--- src/rtl/wb_pkg.sv ---
// Shared definitions for the two-master Wishbone arbiter slice.
package wb_pkg;

    typedef enum logic {
        IDLE = 1'b0,
        BUSY = 1'b1
    } arb_state_t;

    localparam int DEF_ADDR_WIDTH = 23;
    localparam int DEF_DATA_WIDTH = 8;

endpackage

--- src/rtl/wb_arb_timeout.sv ---
// Bus watchdog: counts stalled strobes of the current owner and fires an
// error pulse when the count reaches TIMEOUT_CYCLES.
module wb_arb_timeout #(
    parameter int TIMEOUT_CYCLES = 255
) (
    input  logic clk_i,
    input  logic rst_ni,
    input  logic busy,
    input  logic active,
    input  logic stb,
    input  logic resp,
    output logic fire
);

    localparam logic [15:0] LIMIT = 16'(TIMEOUT_CYCLES);

    logic [15:0] count_q;

    assign fire = busy & active & (count_q == LIMIT);

    // Any response, the error pulse itself or losing the bus restarts the count.
    always_ff @(posedge clk_i or negedge rst_ni) begin
        if (!rst_ni) begin
            count_q <= '0;
        end else if (!busy || !active || resp || fire) begin
            count_q <= '0;
        end else if (stb) begin
            count_q <= count_q + 16'd1;
        end
    end

endmodule

--- src/rtl/wb_arbiter.sv ---
// Two-master round-robin Wishbone classic arbiter in front of one slave.
// Optional bus watchdog enabled by defining WB_ARBITER_TIMEOUT_EN.
module wb_arbiter
    import wb_pkg::*;
#(
    parameter int ADDR_WIDTH     = DEF_ADDR_WIDTH,
    parameter int DATA_WIDTH     = DEF_DATA_WIDTH,
    parameter int TIMEOUT_CYCLES = 255
) (
    input  logic                  clk_i,
    input  logic                  rst_ni,
    input  logic                  wbm0_cyc_i,
    input  logic                  wbm0_stb_i,
    input  logic                  wbm0_we_i,
    input  logic [ADDR_WIDTH-1:0] wbm0_adr_i,
    input  logic [DATA_WIDTH-1:0] wbm0_dat_i,
    output logic                  wbm0_ack_o,
    output logic                  wbm0_err_o,
    output logic                  wbm0_rty_o,
    output logic [DATA_WIDTH-1:0] wbm0_dat_o,
    input  logic                  wbm1_cyc_i,
    input  logic                  wbm1_stb_i,
    input  logic                  wbm1_we_i,
    input  logic [ADDR_WIDTH-1:0] wbm1_adr_i,
    input  logic [DATA_WIDTH-1:0] wbm1_dat_i,
    output logic                  wbm1_ack_o,
    output logic                  wbm1_err_o,
    output logic                  wbm1_rty_o,
    output logic [DATA_WIDTH-1:0] wbm1_dat_o,
    output logic                  wbs_cyc_o,
    output logic                  wbs_stb_o,
    output logic                  wbs_we_o,
    output logic [ADDR_WIDTH-1:0] wbs_adr_o,
    output logic [DATA_WIDTH-1:0] wbs_dat_o,
    input  logic                  wbs_ack_i,
    input  logic                  wbs_err_i,
    input  logic                  wbs_rty_i,
    input  logic [DATA_WIDTH-1:0] wbs_dat_i,
    output logic [1:0]            grant_o
);

    arb_state_t state_q;
    logic       owner_q;
    logic       last_q;
    logic       rst_done_q;
    logic       next_owner;
    logic       busy;
    logic       sel_cyc;
    logic       sel_stb;
    logic       to_fire;
    logic       ack_fwd;
    logic       err_fwd;
    logic       rty_fwd;
    logic [DATA_WIDTH-1:0] dat_fwd;

    // On a tie the master that was not served last wins.
    assign next_owner = (wbm0_cyc_i && wbm1_cyc_i) ? ~last_q : wbm1_cyc_i;

    // rst_done_q holds off the first grant until the second edge after reset.
    always_ff @(posedge clk_i or negedge rst_ni) begin
        if (!rst_ni) begin
            state_q    <= IDLE;
            owner_q    <= 1'b0;
            last_q     <= 1'b1;
            rst_done_q <= 1'b0;
            grant_o    <= 2'b00;
        end else begin
            case (state_q)
                IDLE: begin
                    if (!rst_done_q) begin
                        rst_done_q <= 1'b1;
                    end else if (wbm0_cyc_i || wbm1_cyc_i) begin
                        owner_q <= next_owner;
                        grant_o <= next_owner ? 2'b10 : 2'b01;
                        state_q <= BUSY;
                    end
                end
                BUSY: begin
                    if (!sel_cyc) begin
                        last_q  <= owner_q;
                        grant_o <= 2'b00;
                        state_q <= IDLE;
                    end
                end
            endcase
        end
    end

    assign busy    = (state_q == BUSY);
    assign sel_cyc = owner_q ? wbm1_cyc_i : wbm0_cyc_i;
    assign sel_stb = owner_q ? wbm1_stb_i : wbm0_stb_i;

    assign wbs_cyc_o = busy & sel_cyc;
    assign wbs_stb_o = wbs_cyc_o & sel_stb & ~to_fire;
    assign wbs_we_o  = busy & (owner_q ? wbm1_we_i : wbm0_we_i);
    assign wbs_adr_o = busy ? (owner_q ? wbm1_adr_i : wbm0_adr_i) : '0;
    assign wbs_dat_o = busy ? (owner_q ? wbm1_dat_i : wbm0_dat_i) : '0;

    // Responses only pass while the slave actually sees a cycle.
    assign ack_fwd = wbs_cyc_o & wbs_ack_i;
    assign err_fwd = (wbs_cyc_o & wbs_err_i) | to_fire;
    assign rty_fwd = wbs_cyc_o & wbs_rty_i;
    assign dat_fwd = wbs_cyc_o ? wbs_dat_i : '0;

    assign wbm0_ack_o = ~owner_q & ack_fwd;
    assign wbm0_err_o = ~owner_q & err_fwd;
    assign wbm0_rty_o = ~owner_q & rty_fwd;
    assign wbm0_dat_o = owner_q ? '0 : dat_fwd;
    assign wbm1_ack_o = owner_q & ack_fwd;
    assign wbm1_err_o = owner_q & err_fwd;
    assign wbm1_rty_o = owner_q & rty_fwd;
    assign wbm1_dat_o = owner_q ? dat_fwd : '0;

`ifdef WB_ARBITER_TIMEOUT_EN
    wb_arb_timeout #(
        .TIMEOUT_CYCLES(TIMEOUT_CYCLES)
    ) u_timeout (
        .clk_i (clk_i),
        .rst_ni(rst_ni),
        .busy  (busy),
        .active(sel_cyc),
        .stb   (sel_stb),
        .resp  (wbs_ack_i | wbs_err_i | wbs_rty_i),
        .fire  (to_fire)
    );
`else
    // Without the watchdog the limit has no effect on the logic.
    assign to_fire = 1'b0 & (TIMEOUT_CYCLES < 0);
`endif

endmodule

--- config.mk ---
export PLATFORM = sky130hd
export DESIGN_NAME = wb_arbiter
export DESIGN_NICKNAME = d
export VERILOG_FILES = /design/src/rtl/wb_pkg.sv /design/src/rtl/wb_arb_timeout.sv /design/src/rtl/wb_arbiter.sv
export SDC_FILE = /design/constraint.sdc
export NUM_CORES = 1
export LEC_CHECK = 0
export CAP_MARGIN = 5
export CORE_ASPECT_RATIO = 1.25
export CORE_UTILIZATION = 25
export CTS_BUF_LIST = sky130_fd_sc_hd__clkbuf_2
export CTS_CLUSTER_SIZE = 25
export DETAILED_ROUTE_END_ITERATION = 7
export PLACE_DENSITY = 0.8
export SETUP_SLACK_MARGIN = 0.2
export SYNTH_ARGS = -nofsm -noshare
export SYNTH_HDL_FRONTEND = slang
export SYNTH_SLANG_ARGS = --single-unit
--- constraint.sdc ---
create_clock -name clk_i -period 2.5 [get_ports clk_i]
set_input_delay 0.375 -clock clk_i [delete_from_list [all_inputs] [get_ports clk_i]]
set_output_delay 0.375 -clock clk_i [all_outputs]
set_load 0.1 [all_outputs]
After elaboration in Yosys (flattened, before gate mapping) --
Cells that the tools add are included. W data, S select, Z words.
Word-level totals: bits in registers 6, bits in latches 0, bits in writable memories 0, memory bits (read-only) 0, bits of input ports 81, output and inout port bits 58, word-level logic and storage cells 49, memories 0
Operators by class: $add $sub $neg 0, $mul 0, divide/modulo/power cells 0, order comparisons 0, equal/unequal tests 3, shifts and indexed selects 0, multiplexer cells 20, bitwise operators 16, reductions and logical operators 5
Operators by type and width (number):
- $mux W23 | 2
- $mux W8 | 5
- $and A1 B1 Y1 | 12
- $mux W2 | 4
- $mux W1 | 7
- $ne A2 B2 Y1 const B | 3
- $reduce_and A3 Y1 | 2
- $not A1 Y1 | 4
- $pmux W2 S2 | 1
- $pmux W1 S2 | 1
- $reduce_and A2 Y1 | 1
- $logic_and A1 B1 Y1 | 1
- $logic_or A1 B1 Y1 | 1

Longest topological paths before layout --
Gate-level depths: netlist (run 1).
depth in word-level cells 6, mapped depth 4, mapped depth without buffers 3

Worst setup path before layout (run 1) --
No wires, ideal clock.
path type reg-to-output, start point register owner_q, end point output wbs_adr_o[10], arrival time 2.111 ns, data required time 2.125 ns, path slack 0.014 ns, cell stages (with the launch flop) 5, path buffers 2, path through dfrtp_1 -> buf_6 -> buf_6 -> mux2i_1 -> nor2b_1
Between the ends: cells in the longest elaborated chain, start to end 2
RTL lines:
- from (decl) | line wb_arbiter.sv:43 | logic owner_q;
- from (signal assigned) | line wb_arbiter.sv:73 | owner_q <= next_owner;
- $mux W23 (2 in a row) | line wb_arbiter.sv:96 | assign wbs_adr_o = busy ? (owner_q ? wbm1_adr_i : wbm0_adr_i) : '0;
- to (decl) | line wb_arbiter.sv:33 | output logic [ADDR_WIDTH-1:0] wbs_adr_o,
Every way passes these cells.

Final worst setup path (run 1) --
start point input wbm1_cyc_i, end point output wbm1_rty_o
Between the ends: cells in the longest elaborated chain, start to end 4
RTL lines:
- from (decl) | line wb_arbiter.sv:21 | input logic wbm1_cyc_i,
- $mux W1 | line wb_arbiter.sv:90 | assign sel_cyc = owner_q ? wbm1_cyc_i : wbm0_cyc_i;
- $and A1 B1 Y1 | line wb_arbiter.sv:93 | assign wbs_cyc_o = busy & sel_cyc;
- $and A1 B1 Y1 | line wb_arbiter.sv:102 | assign rty_fwd = wbs_cyc_o & wbs_rty_i;
- $and A1 B1 Y1 | line wb_arbiter.sv:111 | assign wbm1_rty_o = owner_q & rty_fwd;
- to (decl) | line wb_arbiter.sv:28 | output logic wbm1_rty_o,
Every way passes these cells.

==> reports/results.tsv, run 1 <==
stage	metric	value	unit
outcome	run status	complete, no violations	
place	Port Buffers	138	
drt	first-pass iteration count of the detailed router	4	
cts	H-tree depth	1	
cts	number of gates given a new drive strength after cts	0	
floorplan	DIE AREA	4510	µm²
cts	Worst-Skew Late Latency	0.22	ns
grt	GRT Util Overall	19.3	%
critical_path	Worst Path Max Fanout	11	
grt	antenna violations before repair	0	
layout	most common cell after layout, fill and taps aside	clkdlybuf4s50_1	
layout	Area Overhead vs Synth	193	%
timing	Final min period	2.14	ns
min_path	HP Class	input pin to asynchronous set/reset pin	
floorplan	height of the die	74.8	µm
cts	clock sinks	6	
synth	#FFs+latches synth	6	
grt	largest net degree at the start of global routing	43	
power_and_ir_drop	maximum vdd drop	0.645	mV
timing	Slew Viols, Final	0	
critical_path	Top Family by Delay on Critical Path	buffers and inverters	
synth	Post-Synthesis Cells	130	
grt	aggregate global routing overflow	0	
critical_path	Critical Path RT	2.12	ns
timing	Final Hold Slack	0.388	ns
critical_path	Worst Path Buf+Inv	2	
drt	via count	1447	
drt	total wire length	4.33	mm
layout	ratio of cells with drive above 1 in the final layout	38.3	%
timing	TNS Setup	0	ns
critical_path	CP peak stage delay	0.57	ns
place	hpwl dp	3.79	mm
synth	synth warn	0	
synth	Synth cell types	21	
floorplan	Die Width	60.2	µm
grt	first-pass GRT wire length	6.57	mm
critical_path	Critical Path AT	1.76	ns
critical_path	CP Capture Type	primary output	
critical_path	Crit Path Class	input pin to primary output	
drt	Avg WL per Cell	13.5	µm
cts	Hold Buf Count CTS	0	
cts	post-CTS setup buffers	0	
cts	Worst-path clk slew	0.07	ns
run	max_cap viols	0	
timing	RSZ-0062 raised after global routing	no	
critical_path	slowest library cell on the worst path	clkdlybuf4s50_1	
synth	Mean Syn Cell Area	8.15	µm²
timing	final setup violating endpoints	0	
drt	DR vias/cell	4.52	
timing	Slew Limit Headroom	62.6	%
cts	Longest Clk Path Bufs	2	
synth	Seq/Total Area, Yosys	14.3	%
timing	actual slew at the worst max-slew pin	0.561	ns
layout	Antenna diodes	0	
power_and_ir_drop	PD cells	1040	nW/µm²
power_and_ir_drop	Pleak	1.36	nW
cts	CTS Buf Count	3	
grt	number of global-route vias before repair	1392	
floorplan	cell row count	26	
timing	Max Freq	468	MHz
place	GP Congestion	0.797	
timing	Max Clock Skew	0.000155	ns
floorplan	core area	4070	µm²
layout	final net count	346	
timing	final period utilization	85.5	%
drt	# DRC	0	
critical_path	type of origin of the critical path	input pin	
synth	synthesized area	1060	µm²
floorplan	Initial Util	26.1	%
cts	clk root buf	clkbuf_2	
synth	Mapped Nets	211	
layout	most frequent cells in the layout	clkdlybuf4s50_1, buf_12, mux2i_1	
drt	Final ANT Viol Nets	0	
drt	DRT iter0 DRCs	32	
timing	Hold Fails Final Rpt	0	
critical_path	crit-path cells	clkdlybuf4s50_1 -> and3_1 -> and2_1 -> buf_12	
cts	CTS tree	yes	
floorplan	io pins	139	
cell type report:
type | instances | area [µm²]
Inverter | 3 | 11.3
Tap cell | 56 | 70.1
Clock buffer | 4 | 20.0
Fill cell | 286 | 957
Multi-Input combinational cell | 111 | 903
Timing Repair Buffer | 140 | 1950
Sequential cell | 6 | 153
metrics by stage:
step	setup slack (ns)	cell area, µm²	std cells	power (mW)	utilization, %
3_5_place_dp	0.345	3090	316	3.18	76.0
6_report	0.362	3110	320	3.24	76.5
3_3_place_gp	0.386	3090	316	3.15	76.0
5_1_grt	0.274	3110	320	3.35	76.5
4_1_cts	0.348	3110	320	3.26	76.5
2_1_floorplan	0.514	1140	130	2.17	-
registers in the layout, indices dropped and copies added, names as in the netlist:
| signal | count |
|---|---|
| grant_o | 2 |
| busy | 1 |
| last_q | 1 |
| owner_q | 1 |
| rst_done_q | 1 |
final timing paths:
check                           start         end  slack [ns]  cells past startpoint
hold reg to reg                last_q      last_q        0.55                      2
min in group clk_i             last_q      last_q        0.55                      2
hold / removal                 rst_ni  grant_o[0]        0.39                      1
max in group asynchronous      rst_ni      last_q        1.84                      1
setup reg to reg                 busy  grant_o[1]        1.24                      4
setup / recovery           wbm1_cyc_i  wbm1_rty_o        0.36                      4
synth_stat cells:
library cell / instances / area, µm²
o22ai_1: 1 / 6.26
buf_2: 1 / 5.00
mux2i_1: 34 / 340
nand2b_4: 1 / 13.8
buf_6: 4 / 45.0
inv_1: 3 / 11.3
a21oi_1: 5 / 25.0
nor3_1: 1 / 5.00
a211oi_1: 1 / 7.51
dfrtp_1: 5 / 125
clkbuf_1: 3 / 11.3
and2_1: 22 / 138
o32ai_2: 1 / 16.3
nor2b_1: 33 / 206
and3_1: 1 / 6.26
nand2_1: 2 / 7.51
buf_4: 2 / 15.0
nor2_1: 5 / 18.8
and3b_1: 2 / 17.5
dfstp_2: 1 / 26.3
nand2b_1: 2 / 12.5
worst reg2reg max path, stage by stage, from the launching register on:
cell      delay (ns)
dfrtp_1         0.38
buf_4           0.24
and3b_1         0.27
nor2_1          0.04
a211oi_1        0.22
power breakdown:
part / internal [mW] / switching (mW)
clock: 0.0425 / 0.0384
sequential: 0.133 / 0.0241
combinational: 1.10 / 1.90
total: 1.27 / 1.97
kinds of logic (layout without fill, tap and decap cells):
| group | after synthesis | in the layout | synth area share (%) |
|---|---|---|---|
| AO/OA/AOI/OAI | 8 | 8 | 5.20 |
| AND/OR/NAND/NOR | 69 | 69 | 40.1 |
| multiplexers | 34 | 34 | 32.1 |
| flip-flops | 6 | 6 | 14.3 |
| buffers and inverters | 13 | 147 | 8.26 |
routing by layer:
layer | vias up | routed length, µm | GRT usage, %
met5 | - | 0 | 0
met4 | 0 | 58 | 4.91
met3 | 6 | 351 | 3.61
met2 | 93 | 2470 | 39.8
met1 | 649 | 1450 | 18.9
li1 | 699 | - | -
(Power assumes the default switching activity.)
==> inputs of run 2 (changes only) <==
- CELL_PAD_IN_SITES_DETAIL_PLACEMENT: default -> 2
- CELL_PAD_IN_SITES_GLOBAL_PLACEMENT: default -> 2
- CORE_UTILIZATION: 25 -> 12
- PLACE_DENSITY: 0.8 -> 0.86
==> run 2 against run 1 <==
Effect of this change:
- sequential power is 36% higher
- critical endpoint is now wbm0_dat_o[1]
- cell area up 3.2%
- wire length up 27%
- worst hold slack got worse by 0.0032 ns
- register-to-register slack got worse by 0.18 ns
- via count rose by 3.4%
- die area grew 100%
- fmax decreased by 0.75%
==> reports/results.tsv, run 2 (same netlist as run 1, synthesis figures left out) <==
stage	metric	value	unit	change
critical_path	Setup crit end	wbm0_dat_o[1]		
critical_path	RR Startpoint	owner_q		
floorplan	core area	8380	µm²	+110%
timing	Slew Limit Headroom	76.1	%	+14 points
cts	H-tree depth	1		unchanged
critical_path	Worst R2R End	grant_o[0]		
timing	Max Freq	464	MHz	-0.75%
floorplan	cell row count	37		+42%
critical_path	Worst Path Max Fanout	11		unchanged
layout	Area Overhead vs Synth	203	%	
power_and_ir_drop	P_sw	2.01	mW	+2.0%
critical_path	number of cells on the worst reg-to-reg path	3		-1
cts	Longest Clk Path Bufs	2		unchanged
floorplan	Die Width	86.1	µm	+43%
min_path	HP Class	input pin to asynchronous set/reset pin		
timing	TNS Setup	0	ns	unchanged
critical_path	type of origin of the critical path	input pin		
floorplan	io pins	139		unchanged
layout	Antenna diodes	0		unchanged
power_and_ir_drop	combinational share of power	91.0	%	-1.6 points
layout	Top reg by flops	grant_o		
critical_path	CP Capture Type	primary output		
grt	antenna violations before repair	0		unchanged
timing	Hold Fails Final Rpt	0		unchanged
drt	first-pass iteration count of the detailed router	2		-2
place	Port Buffers	138		unchanged
cts	clock sinks	6		unchanged
drt	via count	1496		+3.4%
critical_path	Crit Path Class	input pin to primary output		
power_and_ir_drop	PD cells	1030	nW/µm²	-1.2%
cts	clk root buf	clkbuf_2		
floorplan	height of the die	107	µm	+43%
cts	post-CTS setup buffers	0		unchanged
power_and_ir_drop	part of the power in registers	6.4	%	+1.5 points
timing	final setup violating endpoints	0		unchanged
layout	max reg flops	2		unchanged
floorplan	DIE AREA	9210	µm²	+100%
power_and_ir_drop	maximum vdd drop	0.408	mV	-37%
drt	DR vias/cell	3.92		-13%
timing	Final min period	2.15	ns	+0.0161 ns
grt	largest net degree at the start of global routing	23		-47%
grt	GRT Util Overall	12.0	%	-7.4 points
power_and_ir_drop	Pleak	1.37	nW	+0.71%
grt	number of global-route vias before repair	1759		+26%
place	hpwl dp	4.87	mm	+28%
power_and_ir_drop	Clk pwr share	2.5	%	about the same
outcome	run status	complete, no violations		
power_and_ir_drop	Pint	1.29	mW	+1.8%
drt	DRT iter0 DRCs	28		-13%
cts	CTS tree	yes		
critical_path	Setup crit start	wbm0_cyc_i		
drt	total wire length	5.51	mm	+27%
place	GP Congestion	0.700		-12%
cts	Worst-Skew Late Latency	0.23	ns	about the same
critical_path	Critical Path AT	1.78	ns	+0.02 ns
layout	final net count	347		+0.29%
layout	most common cell after layout, fill and taps aside	clkdlybuf4s50_1		
grt	aggregate global routing overflow	0		unchanged
critical_path	Critical Path RT	2.12	ns	about the same
drt	Final ANT Viol Nets	0		unchanged
cts	Worst-path clk slew	0.07	ns	about the same
timing	Slew Viols, Final	0		unchanged
run	max_cap viols	0		unchanged
timing	RSZ-0062 raised after global routing	no		
drt	Avg WL per Cell	14.4	µm	+6.6%
cts	CTS Buf Count	3		unchanged
timing	actual slew at the worst max-slew pin	0.349	ns	-0.213 ns
timing	final period utilization	86.2	%	+0.64 points
cts	Hold Buf Count CTS	0		unchanged
power_and_ir_drop	Sw Ratio	60.8	%	about the same
grt	first-pass GRT wire length	8.61	mm	+31%
critical_path	R2R setup slack	1.06	ns	-0.18 ns
timing	Max Clock Skew	0.00472	ns	+0.00457 ns
place	pre-CTS setup slack	0.319	ns	-0.0259 ns
layout	ratio of cells with drive above 1 in the final layout	38.5	%	+0.23 points
layout	most frequent cells in the layout	clkdlybuf4s50_1, buf_12, mux2i_1		
floorplan	Initial Util	12.6	%	-13 points
drt	# DRC	0		unchanged
timing	Final Worst Setup Slack	0.346	ns	-0.0161 ns
-- run 2: layout make-up --
cell class              instances  area (µm²)
clock buffers                   4        20.0
fillers                       887        5170
inverters                       3        11.3
multi-input cells             111         903
flip-flops and latches          6         155
well taps                     117         146
repair buffers                141        1970
-- run 2: per-layer routing --
layer	GRT usage, %	vias up	routed length (µm)
met2	23.5	99	3050
met4	3.93	0	112
met1	11.4	688	1830
met3	3.93	8	521
met5	0	-	0
li1	-	701	-
-- run 2: worst max-delay path, cell delays in order --
cell and delay (ns):
clkdlybuf4s50_1 0.60, and3b_1 0.39, and2_1 0.23, buf_12 0.18
-- run 2: power groups by stage --
stage	Clock, mW	Sequential [mW]	Combinational (mW)
floorplan	0	0.231	1.94
global placement	0	0.212	2.99
detailed placement	0	0.215	3.03
CTS	0.0866	0.214	3.04
global route	0.0943	0.222	3.10
finish	0.0827	0.213	3.00
-- run 2: worst min-delay path by stage --
stage	from	endpoint	slack [ns]	depth (start not counted)
after detailed placement	last_q	last_q	0.55	2
after global routing	rst_ni	grant_o[1]	0.38	1
final	rst_ni	grant_o[1]	0.38	1
after CTS	rst_ni	grant_o[1]	0.38	1
after floorplan	rst_ni	busy	0.08	0
after global placement	last_q	last_q	0.53	2
-- run 2: repair_timing --
action	4_1_cts	5_1_grt
endpoints found under the setup margin	0	2
gates resized for setup	0	1
endpoints found under the hold margin	0	0
-- run 2: through the flow --
stage | power [mW] | hold slack [ns] | utilization (%) | instances | area, µm²
detailed placement | 3.25 | 0.555 | 38.0 | 378 | 3190
global route | 3.42 | 0.382 | 38.3 | 382 | 3210
floorplan | 2.17 | 0.0794 | - | 130 | 1140
global placement | 3.20 | 0.535 | 38.0 | 378 | 3190
CTS | 3.34 | 0.380 | 38.3 | 382 | 3210
finish | 3.30 | 0.385 | 38.3 | 382 | 3210
==> inputs of run 3 (changes only) <==
- CAP_MARGIN: 5 -> 0
- SKIP_CTS_REPAIR_TIMING: default -> 1
==> results of run 3 <==
Final layout, timing and power as in run 2 (identical DEF).
